==> src/rtl/nes_bus_pkg.sv <==
// Shared NES bus definitions: OAM DMA sequencer states and fixed register addresses.
package nes_bus_pkg;

    typedef enum logic [2:0] {
        IDLE,
        HALT,
        ALIGN,
        GET,
        PUT
    } dma_state_e;

    localparam logic [15:0] NES_DMA_REG_ADDR  = 16'h4014;
    localparam logic [15:0] NES_OAM_DATA_ADDR = 16'h2004;

endpackage

==> src/rtl/oam_dma_arb.sv <==
// Shared CPU/memory bus owner: passes CPU traffic through when idle and runs the
// 256-byte sprite DMA (page -> OAM data port) while holding the CPU halted.
module oam_dma_arb
    import nes_bus_pkg::*;
#(
    parameter logic [15:0] DMA_REG_ADDR  = NES_DMA_REG_ADDR,
    parameter logic [15:0] OAM_DATA_ADDR = NES_OAM_DATA_ADDR
) (
    input  logic        clk,
    input  logic        rst,
    input  logic [15:0] cpu_addr,
    input  logic [7:0]  cpu_wdata,
    input  logic        cpu_we,
    output logic [7:0]  cpu_rdata,
    output logic        cpu_rdy,
    output logic [15:0] mem_addr,
    output logic [7:0]  mem_wdata,
    output logic        mem_we,
    input  logic [7:0]  mem_rdata,
    output logic        dma_busy
);

    dma_state_e  state;
    logic [7:0]  page;
    logic [7:0]  idx;
    logic        cyc_odd;
    logic        trigger;

    assign trigger   = cpu_we && (cpu_addr == DMA_REG_ADDR);
    assign cpu_rdata = mem_rdata;
    assign dma_busy  = (state != IDLE);

    // Sequencer; cyc_odd keeps toggling during DMA so GET always lands on even cycles.
    always_ff @(posedge clk or posedge rst) begin
        if (rst) begin
            state   <= IDLE;
            page    <= 8'h00;
            idx     <= 8'h00;
            cyc_odd <= 1'b0;
        end else begin
            cyc_odd <= ~cyc_odd;
            case (state)
                IDLE: begin
                    if (trigger) begin
                        page  <= cpu_wdata;
                        idx   <= 8'h00;
                        state <= HALT;
                    end
                end
                HALT:  state <= cyc_odd ? GET : ALIGN;
                ALIGN: state <= GET;
                GET:   state <= PUT;
                PUT: begin
                    // idx wraps to 0 on the final transfer; page is never touched
                    idx   <= idx + 8'd1;
                    state <= (idx == 8'hFF) ? IDLE : GET;
                end
                default: state <= IDLE;
            endcase
        end
    end

    // Bus mux: CPU pass-through when idle, DMA owns the bus otherwise.
    always_comb begin
        mem_addr  = cpu_addr;
        mem_wdata = cpu_wdata;
        mem_we    = cpu_we;
        cpu_rdy   = 1'b1;
        case (state)
            IDLE: ;
            HALT, ALIGN: begin
                cpu_rdy = 1'b0;
                mem_we  = 1'b0;
            end
            GET: begin
                cpu_rdy  = 1'b0;
                mem_we   = 1'b0;
                mem_addr = {page, idx};
            end
            PUT: begin
                cpu_rdy   = 1'b0;
                mem_we    = 1'b1;
                mem_addr  = OAM_DATA_ADDR;
                mem_wdata = mem_rdata;
            end
            default: begin
                cpu_rdy = 1'b0;
                mem_we  = 1'b0;
            end
        endcase
    end

endmodule

==> config.mk <==
export PLATFORM = sky130hd
export DESIGN_NAME = oam_dma_arb
export DESIGN_NICKNAME = d
export VERILOG_FILES = /design/src/rtl/nes_bus_pkg.sv /design/src/rtl/oam_dma_arb.sv
export SDC_FILE = /design/constraint.sdc
export NUM_CORES = 1
export LEC_CHECK = 0
export CAP_MARGIN = 15
export CORE_ASPECT_RATIO = 1.5
export CORE_MARGIN = 3
export CORE_UTILIZATION = 60
export CTS_BUF_LIST = sky130_fd_sc_hd__clkbuf_4
export CTS_CLUSTER_SIZE = 30
export DETAILED_ROUTE_END_ITERATION = 10
export DONT_BUFFER_PORTS = 1
export PLACE_DENSITY_LB_ADDON = 0.2
export SLEW_MARGIN = 5
export SYNTH_ARGS = -nofsm -noshare
export SYNTH_HDL_FRONTEND = slang
export SYNTH_SLANG_ARGS = --single-unit
==> constraint.sdc <==
create_clock -name clk -period 2.37 [get_ports clk]
set_input_delay 0.474 -clock clk [delete_from_list [all_inputs] [get_ports clk]]
set_output_delay 0.474 -clock clk [all_outputs]
set_load 0.01 [all_outputs]
# Word-level counts from Yosys, hierarchy flattened
# Cells that the tools add are included.
classes:
  add_sub_neg: 1
  n_mul: 0
  div_mod_pow: 0
  n_lt_le_gt_ge: 0
  eq_ne: 7
  shift: 0
  n_mux: 10
  n_bitwise: 1
  reduce_logical: 6
ops:
  columns: ["cell", "count"]
  rows:
  - ["16-bit case mux with 2 select lines", 1]
  - ["16-bit by 15-bit == test with 1-bit output (second input constant)", 1]
  - ["8-bit 2-to-1 mux", 2]
  - ["8-bit case mux with 2 select lines", 1]
  - ["3-bit case mux with 5 select lines", 1]
  - ["8-bit by 1-bit adder with 8-bit output (second input constant)", 1]
  - ["8-bit == test (second input constant)", 1]
  - ["3-bit by 2-bit == test with 1-bit output (second input constant)", 2]
  - ["2-bit AND reduction", 2]
  - ["3-bit by 1-bit == test with 1-bit output (second input constant)", 1]
  - ["3-bit == test (second input constant)", 1]
  - ["3-bit zero test", 1]
  - ["3-bit 2-to-1 mux", 1]
  - ["3-bit nonzero test", 1]
  - ["1-bit 2-to-1 mux", 2]
  - ["2-bit 2-to-1 mux", 1]
  - ["2-bit != test (second input constant)", 1]
  - ["1-bit case mux with 2 select lines", 1]
  - ["2-bit nonzero test", 1]
  - ["1-bit logical AND", 1]
  - ["1-bit inverter", 1]
totals:
  register_bits: 20
  latch_bits: 0
  ramBits: 0
  romBits: 0
  input_bits: 35
  output_inout_bits: 35
  word_cells: 29
  memories: 0

# Depth between registers and ports, before layout
# Gate-level depths: netlist (run 1).
logic_depth:
  ltp_word: 4
  ltp_mapped: 6
  ltp_nobuf: 5

# Worst setup path after synthesis (run 1)
# Ideal clock, no wire load.
synth_path:
  path_kind: "register to output"
  start: "register state[2]"
  end: "output port mem_addr[0]"
  arrival_time_ns: 1.282
  required_time_ns: 1.896
  path_slack_ns: 0.614
  stages_incl_launch_ff: 7
  n_path_buf: 1
  path_cell_list: "dfrtp_1 > and2b_1 > nand2_2 > inv_2 > nor2_4 > buf_6 > a22o_1"
synth_via:
  elab_chain_len: 2
  word_cells_on_any_way: 3
  classes_between: "eq/ne (2); mux (1)"
synth_lines:
  columns: ["element", "line", "text"]
  rows:
  - ["from (decl)", "oam_dma_arb.sv:23", "dma_state_e state;"]
  - ["from (signal assigned)", "oam_dma_arb.sv:50", "HALT: state <= cyc_odd ? GET : ALIGN;"]
  - ["from (signal assigned)", "oam_dma_arb.sv:56", "state <= (idx == 8'hFF) ? IDLE : GET;"]
  - ["3-bit == test / 3-bit by 2-bit == test with 1-bit output (equally long branches)", "oam_dma_arb.sv:69", "case (state)"]
  - ["16-bit case mux with 2 select lines *", "oam_dma_arb.sv:69", null]
  - ["to (decl)", "oam_dma_arb.sv:16", "output logic [15:0] mem_addr,"]
# Every way passes the cells marked *; elsewhere a longest branch is shown, timed or not.

# Final worst setup path (run 1)
layout_path:
  start: "register state[2]"
  end: "output port mem_addr[10]"
# Same word-level chain as after synthesis.

==> flow_summary.toml, run 1 <==
[min_path]
hold_class = "in -> async"

[sta]
clock_skew_ns = 0.00734
rsz0062_at_grt = "no"
max-slew-margin-rel_pct = 48.8
layout_worst_path_cycle_share_pct = 95.8
tns_ns = 0
finalHoldViolations = 0
finalCriticalPeriod_ns = 2.27
worst_pin_slew_ns = 0.767
setup_viol = 0
fmax_ghz = 0.441
timing_max_transition_violations_final = 0

[clock_tree]
clk_path_buf_depth = 2
insertion_delay_ns = 0.30
cts-root-buf = "clkbuf_4"
cts_made_buffers = 3
cts-htree-levels = 1
cts.sinks = 20
cts.clk_slew.worst_paths_ns = 0.12
cts_tree = "done"

[logic_synthesis]
synth-compound-area-share_pct = 17.4
syn-cell-area_um2 = 1350
synth_area_leader_cell = "dfrtp_1"
synth_top_family_by_area = "simple AND/OR/NAND/NOR gates"
avgSynthCellArea_um2 = 8.86
ys_ff_latch = 20
synth_cell_types = 38
synth-edff-count = 0
ys_seq_area_share_pct = 37.2
ys_warn_count = 0
synthMuxAreaShare_pct = 6.69
yosys.area.top_type_share_pct = 37.2
synth_xor_area_share_pct = 0.651
syn_nets = 188
async_reset_ff_share_pct = 100
synthCells = 152
synth_flop_cell = "dfrtp_1"
yosys.area_share.simple_pct = 28.0
yosys.area_share.adder_pct = 0.929
synth.area.top_cells = "dfrtp_1 37%, nand2_1 11%, a22o_1 9.1%"

[critical_path]
reg2regPathDepth = 4
crit_arrival_ns = 1.80
crit_buf_inv = 2
startpoint_type = "register"
critPathTopFamily = "flip-flops"
cp-end-kind = "output port"
slowest_stage = "dfrtp_2"
setup.worst_path.class = "reg -> out"
worstPathRequired_ns = 1.90
cp_slowest_stage_delay_ns = 0.48
crit_path_max_fanout = 16
crit_chain = "and2b_1, nand2_2, inv_4, nor2_4, buf_4, a22o_1"
path_depth = 6

[floorplanning]
rows = 20
initial_core_util_pct = 64.8
core_region_area_um2 = 2080
dieArea_um2 = 2860
io-pin-count = 70
die_w_um = 44.7
die_y_um = 64.0

[place]
portBuffers = 0
gp_congestion = 0.913
post-dp-hpwl_um = 2560

[global_routing]
grt_pass1_wl_um = 5260
grt_pass1_vias = 1128
grt_usage_pct = 24.4
antenna_found_initial = 0
grt_max_degree = 21
overflow = 0

[final_layout]
diodes = 0
fill_cells = 186
multi_input_area_um2 = 722
fin_util_pct = 64.0
layout-drive-gt1-share_pct = 14.4
ff_latch_area_um2 = 502
num-nets-final = 183
areaGrowthSynthToFinish_pct = -1.30

[pwr]
leakage_nw = 0.637
irDropWorstVdd_mv = 0.599
powerDensity_nw_per_um2 = 899

[drt]
drt-initial-drc-count = 35
drtAntennaViolNets = 0
vias = 1184
drc = 0
routed_wl_um = 3370
wl_per_cell_um = 20.0
drt_pass1_iterations = 4
avgViaCountPerCell = 7.05

[job]
max_cap_viol_count = 0

[status]
status = "finished clean"
logic make-up (layout without fill, tap and decap cells):
| kind of cell | after synthesis | in the layout |
|---|---|---|
| XOR/XNOR | 1 | 1 |
| AO/OA/AOI/OAI | 31 | 31 |
| buffers and inverters | 19 | 13 |
| multiplexers | 8 | 8 |
| AND/OR/NAND/NOR | 72 | 72 |
| flip-flops | 20 | 20 |
| adder cells (fa/ha/maj) | 1 | 1 |
per-stage QoR:
step	hold WS, ns	power (mW)	area [um2]	setup slack [ns]	std cells
after global placement	0.418	0.979	1280	0.437	162
after global routing	0.255	1.26	1330	0.0225	168
final	0.178	1.20	1330	0.101	168
after detailed placement	0.432	0.997	1280	0.356	162
after floorplan	0.395	0.927	1350	0.614	152
after CTS	0.213	1.16	1310	0.0108	166
sequential cells by signal, indices dropped and copies added (netlist names):
| name | cells |
|---|---|
| idx | 8 |
| cyc_odd | 1 |
| state | 3 |
| page | 8 |
synth_stat cells, drive strengths merged, types with 2 or more instances:
master and number:
nor4b 2, a22o 14, nor4 2, nor3b 2
or3 3, nand4 2, o21ai 6, nor2 6
nor3 3, inv 5, o211ai 4, nor2b 2
mux2 8, nand3 6, dfrtp 20, buf 14
nand2 39, o22a 2
layout by cell type, fill, tap and decap left out, types with 4 or more instances in the layout:
master,n
o21ai_0,6
inv_1,4
a22o_1,14
buf_4,4
nor2_1,4
dfrtp_1,19
nand3_1,6
nand2_1,38
mux2_2,6
o211ai_1,4
power by group:
part           switching [mW]  internal (mW)  total (mW)
combinational           0.360          0.199       0.559
clock                   0.108         0.0614       0.169
sequential             0.0823          0.384       0.467
total                   0.550          0.645        1.20
path summary, 6_finish.rpt:
kind | to | start | slack, ns
min in group clk | page[5] | cpu_wdata[5] | 0.29
worst min-delay path | page[5] | rst | 0.18
max in group asynchronous | state[2] | rst | 1.66
worst max-delay path | mem_addr[10] | state[2] | 0.10
worst max register to register | page[2] | state[0] | 0.55
worst min register to register | cyc_odd | cyc_odd | 0.45
per-layer routing:
metal	vias to the layer above	GRT usage [%]	part of all wire (%)
li1	533	-	-
met1	574	30.4	36
met2	69	42.8	53
met3	8	2.82	9.7
met4	0	6.04	1.4
met5	-	0	0
worst register-to-register path, cell delays in order, from the launching register on:
cell	delay, ns
dfrtp_1	0.49
nor3_4	0.30
nand3_1	0.17
nor2_4	0.38
mux2_2	0.39
area by class of cell:
class                           instances  area share, %
Clock inverter                          1          0.282
Timing Repair Buffer                    4           2.26
Tap cell                               22           2.07
Multi-Input combinational cell        113           54.3
Sequential cell                        20           37.8
Clock buffer                            3           1.69
Inverter                                5           1.60
repair_timing:
action                                  in CTS  in global routing
endpoints found under the setup margin       0                 14
resized for setup                            0                  3
hold buffers                                 0                  0
setup buffers                                0                  2
No activity file was read; power rests on OpenSTA's default activity.
==> run 2: changes to the inputs <==
ABC_AREA = 1   (was not set)
==> run 2 against run 1 <==
  * Combinational power grew 46%
  * Largest cell class unchanged
  * Global-route usage grew 2.0 points
  * Area after synthesis grew 0.19%
  * Highest routed layer unchanged
==> flow_summary.toml, run 2 <==
[status]
status = "finished clean"

[logic_synthesis]
ys_ff_latch = 20
syn_nets = 232
synth_cell_types = 22
yosysMostFrequentCell = "nand2_1"
ys_seq_area_share_pct = 37.1
ys_warn_count = 0
synthCells = 196
syn-cell-area_um2 = 1350
async_reset_ff_share_pct = 100
synth-edff-count = 0
yosys-top-cells-count = "63 x nand2_1, 20 x dfrtp_1, 20 x nand3_1, 17 x inv_1, 14 x nor2_1"
yosys.area.top_type_share_pct = 37.1
avgSynthCellArea_um2 = 6.88
synth_flop_cell = "dfrtp_1"
synth.area.top_cells = "dfrtp_1 37%, nand2_1 18%, nand3_1 7.4%"
synth_area_leader_cell = "dfrtp_1"

[drt]
avgViaCountPerCell = 6.13
vias = 1312
drt_pass1_iterations = 4
wl_per_cell_um = 15.8
drt-initial-drc-count = 35
drtAntennaViolNets = 0
drc = 0
routed_wl_um = 3390

[critical_path]
startpoint_type = "register"
worstPathRequired_ns = 1.90
cp_slowest_stage_delay_ns = 0.40
cpMostUsedCell = "nand2_1"
crit_chain = "inv_1, nand2_1, nor2_4, buf_4, inv_2, nand2_1, nand2_1"
cp-end-kind = "output port"
setup.worst_path.class = "reg -> out"
crit_path_max_fanout = 20
slowest_stage = "dfrtp_1"
crit_arrival_ns = 1.68

[final_layout]
layout-drive-gt1-share_pct = 9.38
ff_latch_area_um2 = 500
areaGrowthSynthToFinish_pct = 1.39
diodes = 0
final_common_cell = "nand2_1"
most-common-layout-cells = "63 x nand2_1, 20 x nand3_1, 20 x dfrtp_1"
fill_cells = 200
reg_top3 = "idx (8), page (8), state (3)"
multi_input_area_um2 = 686
final_area_um2 = 1370
num-nets-final = 229

[clock_tree]
insertion_delay_ns = 0.30
cts_tree = "done"
cts_made_buffers = 3
post_cts_buffers = 0
clk_path_buf_depth = 2
holdBufCountCts = 0
cts.sinks = 20
cts-root-buf = "clkbuf_4"
cts.clk_slew.worst_paths_ns = 0.11
cts-htree-levels = 1

[place]
dpl_cell_area_um2 = 1330
gp_congestion = 0.881
post-dp-hpwl_um = 2700
dp_slack_ns = 0.449
portBuffers = 0

[global_routing]
grt_max_degree = 21
grt_pass1_vias = 1293
overflow = 0
grt_pass1_wl_um = 5680
grt_usage_pct = 26.3
antenna_found_initial = 0

[sta]
layout_worst_path_cycle_share_pct = 90.9
timing_max_transition_violations_final = 0
rsz0062_at_grt = "no"
setup_viol = 0
setup_ws_ns = 0.216
tns_ns = 0
worst_pin_slew_ns = 0.765
fmax_ghz = 0.464
clock_skew_ns = 0.00829
max-slew-margin-rel_pct = 49.0
finalCriticalPeriod_ns = 2.15
finalHoldViolations = 0

[pwr]
irDropWorstVdd_mv = 0.575
powerDensity_nw_per_um2 = 1110
leakage_nw = 0.761

[job]
max_cap_viol_count = 0

[floorplanning]
dieArea_um2 = 2860
core_region_area_um2 = 2080
die_y_um = 64.1
initial_core_util_pct = 64.9
die_w_um = 44.7
io-pin-count = 70
rows = 20

[min_path]
hold_class = "in -> async"
run 2: changes by cell type after synthesis, sizes merged, moves of 3 or more:
cell,delta
o211ai,-4
a21oi,+8
mux2,-8
nand2,+24
o21ai,+4
nor2,+9
a22o,-7
inv,+16
or3,-3
nand3,+15
nand4,+7
run 2: layout make-up:
type | instances | area share (%)
clock buffer | 3 | 1.65
clock inverter | 1 | 0.274
inverter | 22 | 6.04
multi-input combinational | 140 | 50.1
sequential | 20 | 36.6
tap | 22 | 2.01
timing repair buffer | 6 | 3.29
run 2: final timing paths:
path	endpoint	slack, ns	start	cells past startpoint
min	cyc_odd	0.18	rst	1
max in group asynchronous	idx[2]	1.71	rst	1
max reg2reg	idx[3]	0.76	state[1]	7
min in group clk	page[2]	0.31	cpu_wdata[2]	2
min reg2reg	cyc_odd	0.45	cyc_odd	1
max	mem_wdata[3]	0.22	state[1]	7
run 2: power breakdown:
group / internal (mW) / switching (mW)
logic: 0.256 / 0.562
registers: 0.436 / 0.0969
clock network: 0.0615 / 0.103
total: 0.754 / 0.762
run 2: timing repair:
action / 4_1_cts / 5_1_grt
setup endpoints to repair: 0 / 13
hold endpoints to repair: 0 / 0
gates resized for setup: 0 / 2
run 2: cells by family after synthesis:
kind of cell             after synthesis  share of synthesized area (%)
buffers and inverters                 36                           12.6
AND/OR/NAND/NOR                      110                           36.2
adder cells (fa/ha/maj)                1                          0.927
AO/OA/AOI/OAI                         29                           13.2
flip-flops                            20                           37.1
run 2: through the flow:
stage                     utilization (%)  hold WS (ns)  total power, mW  std cells
after floorplan                         -         0.395             1.16        196
after global placement               64.2         0.422             1.32        210
after detailed placement             64.2         0.431             1.35        210
after CTS                            65.5         0.204             1.51        214
after global routing                 65.8         0.232             1.65        214
final                                65.8         0.176             1.52        214
run 2: per-layer routing:
| metal | vias up | routed length, um | GRT usage [%] |
|---|---|---|---|
| met4 | 0 | 65 | 11.3 |
| li1 | 629 | - | - |
| met3 | 7 | 243 | 4.51 |
| met1 | 617 | 1290 | 29.3 |
| met5 | - | 0 | 0 |
| met2 | 59 | 1790 | 46.6 |
run 2: worst max-delay path: cells and delay by family (launching register included):
kind,cells,cell delay (ns)
buffers and inverters,3,0.52
flip-flops,1,0.40
AND/OR/NAND/NOR,4,0.45
==> run 3: changes to the inputs <==
ABC_AREA = not set   (was 1)
BUFFER_PORTS_ARGS = -buffer_cell sky130_fd_sc_hd__buf_2   (was not set)
CORE_UTILIZATION = 50   (was 60)
DONT_BUFFER_PORTS = not set   (was 1)
==> run 3 against run 2 <==
  * Largest power group unchanged
  * Utilization up 3.9 points
  * Critical endpoint is now mem_addr[10]
  * Highest routed layer unchanged
  * Final area up 28%
  * Clock skew down 0.0016 ns
  * Register-to-register slack worse by 0.15 ns
==> flow_summary.toml, run 3 (synthesis gave the netlist of run 1 again) <==
[floorplanning]
io-pin-count = 70
initial_core_util_pct = 53.7
core_region_area_um2 = 2500
rows = 22
die_w_um = 48.4
die_y_um = 69.6
dieArea_um2 = 3360

[clock_tree]
holdBufCountCts = 0
cts-htree-levels = 1
insertion_delay_ns = 0.31
cts_tree = "done"
cts.sinks = 20
clk_path_buf_depth = 2
cts_made_buffers = 3
cts.clk_slew.worst_paths_ns = 0.12
cts-root-buf = "clkbuf_4"

[status]
status = "finished clean"

[final_layout]
reg_top3 = "idx (8), page (8), state (3)"
layout-drive-gt1-share_pct = 44.1
final_common_cell = "buf_2"
most-common-layout-cells = "69 x buf_2, 37 x nand2_1, 18 x dfrtp_1"
areaGrowthSynthToFinish_pct = 29.8
fin_util_pct = 69.8
final_cells = 256
num-nets-final = 257
diodes = 0

[drt]
drtAntennaViolNets = 0
drt-initial-drc-count = 33
drc = 0
avgViaCountPerCell = 5.58
wl_per_cell_um = 14.9
drt_pass1_iterations = 4
routed_wl_um = 3820
vias = 1429

[sta]
finalCriticalPeriod_ns = 2.25
rsz0062_at_grt = "no"
fmax_ghz = 0.445
timing_max_transition_violations_final = 0
setup_viol = 0
layout_worst_path_cycle_share_pct = 94.9
finalHoldViolations = 0
clock_skew_ns = 0.00674
setup_ws_ns = 0.121
max-slew-margin-rel_pct = 48.1
tns_ns = 0
hold_slack_ns = 0.279
worst_pin_slew_ns = 0.778

[pwr]
powerDensity_nw_per_um2 = 826
p_int_mw = 0.825
leakage_nw = 0.944
irDropWorstVdd_mv = 0.499
comb_power_share_pct = 56.6
p_clk_share_pct = 12.0
p_seq_share_pct = 31.5
p_switching_mw = 0.619
power_switching_share_pct = 42.9

[global_routing]
grt_pass1_wl_um = 6330
antenna_found_initial = 0
overflow = 0
grt_usage_pct = 23.5
grt_pass1_vias = 1414
grt_max_degree = 21

[critical_path]
cp_slowest_stage_delay_ns = 0.45
crit_buf_inv = 3
crit_chain = "and2b_1, nand2_2, clkinv_4, nor2_4, buf_12, a22o_1, buf_2"
cp-end-kind = "output port"
crit_path_max_fanout = 10
setup.worst_path.class = "reg -> out"
crit_arrival_ns = 1.78
startpoint_type = "register"
slowest_stage = "dfrtp_2"
critPathTopFamily = "flip-flops"
worstPathRequired_ns = 1.90

[place]
portBuffers = 69
dp_slack_ns = 0.301
dp_cells = 245
gp_congestion = 0.797
post-dp-hpwl_um = 2930

[job]
max_cap_viol_count = 0

[min_path]
hold_class = "in -> async"
run 3: cell type report:
class | instances | area [um2]
inverters | 5 | 23.8
well taps | 36 | 45.0
clock buffers | 3 | 22.5
fillers | 225 | 757
repair buffers | 78 | 425
clock inverters | 1 | 3.75
multi-input cells | 113 | 724
flip-flops and latches | 20 | 503
run 3: timing repair:
item | CTS | global route
resized for setup | 3 | 3
endpoints found under the setup margin | 14 | 15
setup buffers | 2 | 5
pin swaps | 1 | 0
run 3: per-layer routing:
layer  wire length [um]  up-vias  track usage [%]
li1                   -      671                -
met1               1490      675             25.3
met2               1900       72             42.3
met3                305       11             4.73
met4                125        0             12.3
met5                  0        -                0
run 3: power groups by stage:
stage	combinational [mW]	sequential [mW]	clock, mW
2_1_floorplan	0.476	0.451	0
3_3_place_gp	0.683	0.464	0
3_5_place_dp	0.700	0.469	0
4_1_cts	0.759	0.465	0.174
5_1_grt	0.900	0.463	0.191
6_report	0.818	0.454	0.173
run 3: worst reg2reg max path: cells and delay by family, from the launching register on:
kind / cells / cell delay [ns]
flops: 1 / 0.45
simple gates: 3 / 0.67
mux: 1 / 0.40
buf+inv: 1 / 0.15
run 3: worst paths after layout:
kind                                   start            to  slack (ns)  depth (start not counted)
worst max-delay path                state[2]  mem_addr[10]        0.12                          7
worst min-delay path                     rst       page[1]        0.28                          2
worst min register to register       cyc_odd       cyc_odd        0.45                          1
worst max register to register      state[2]       page[2]        0.61                          5
min in group clk                cpu_wdata[6]       page[6]        0.39                          2
max in group asynchronous                rst      state[0]        1.55                          2
run 3: through the flow:
stage          total power [mW]  instance area, um2
3_5_place_dp               1.17                1650
2_1_floorplan             0.927                1350
3_3_place_gp               1.15                1650
4_1_cts                    1.40                1710
6_report                   1.44                1750
5_1_grt                    1.55                1750
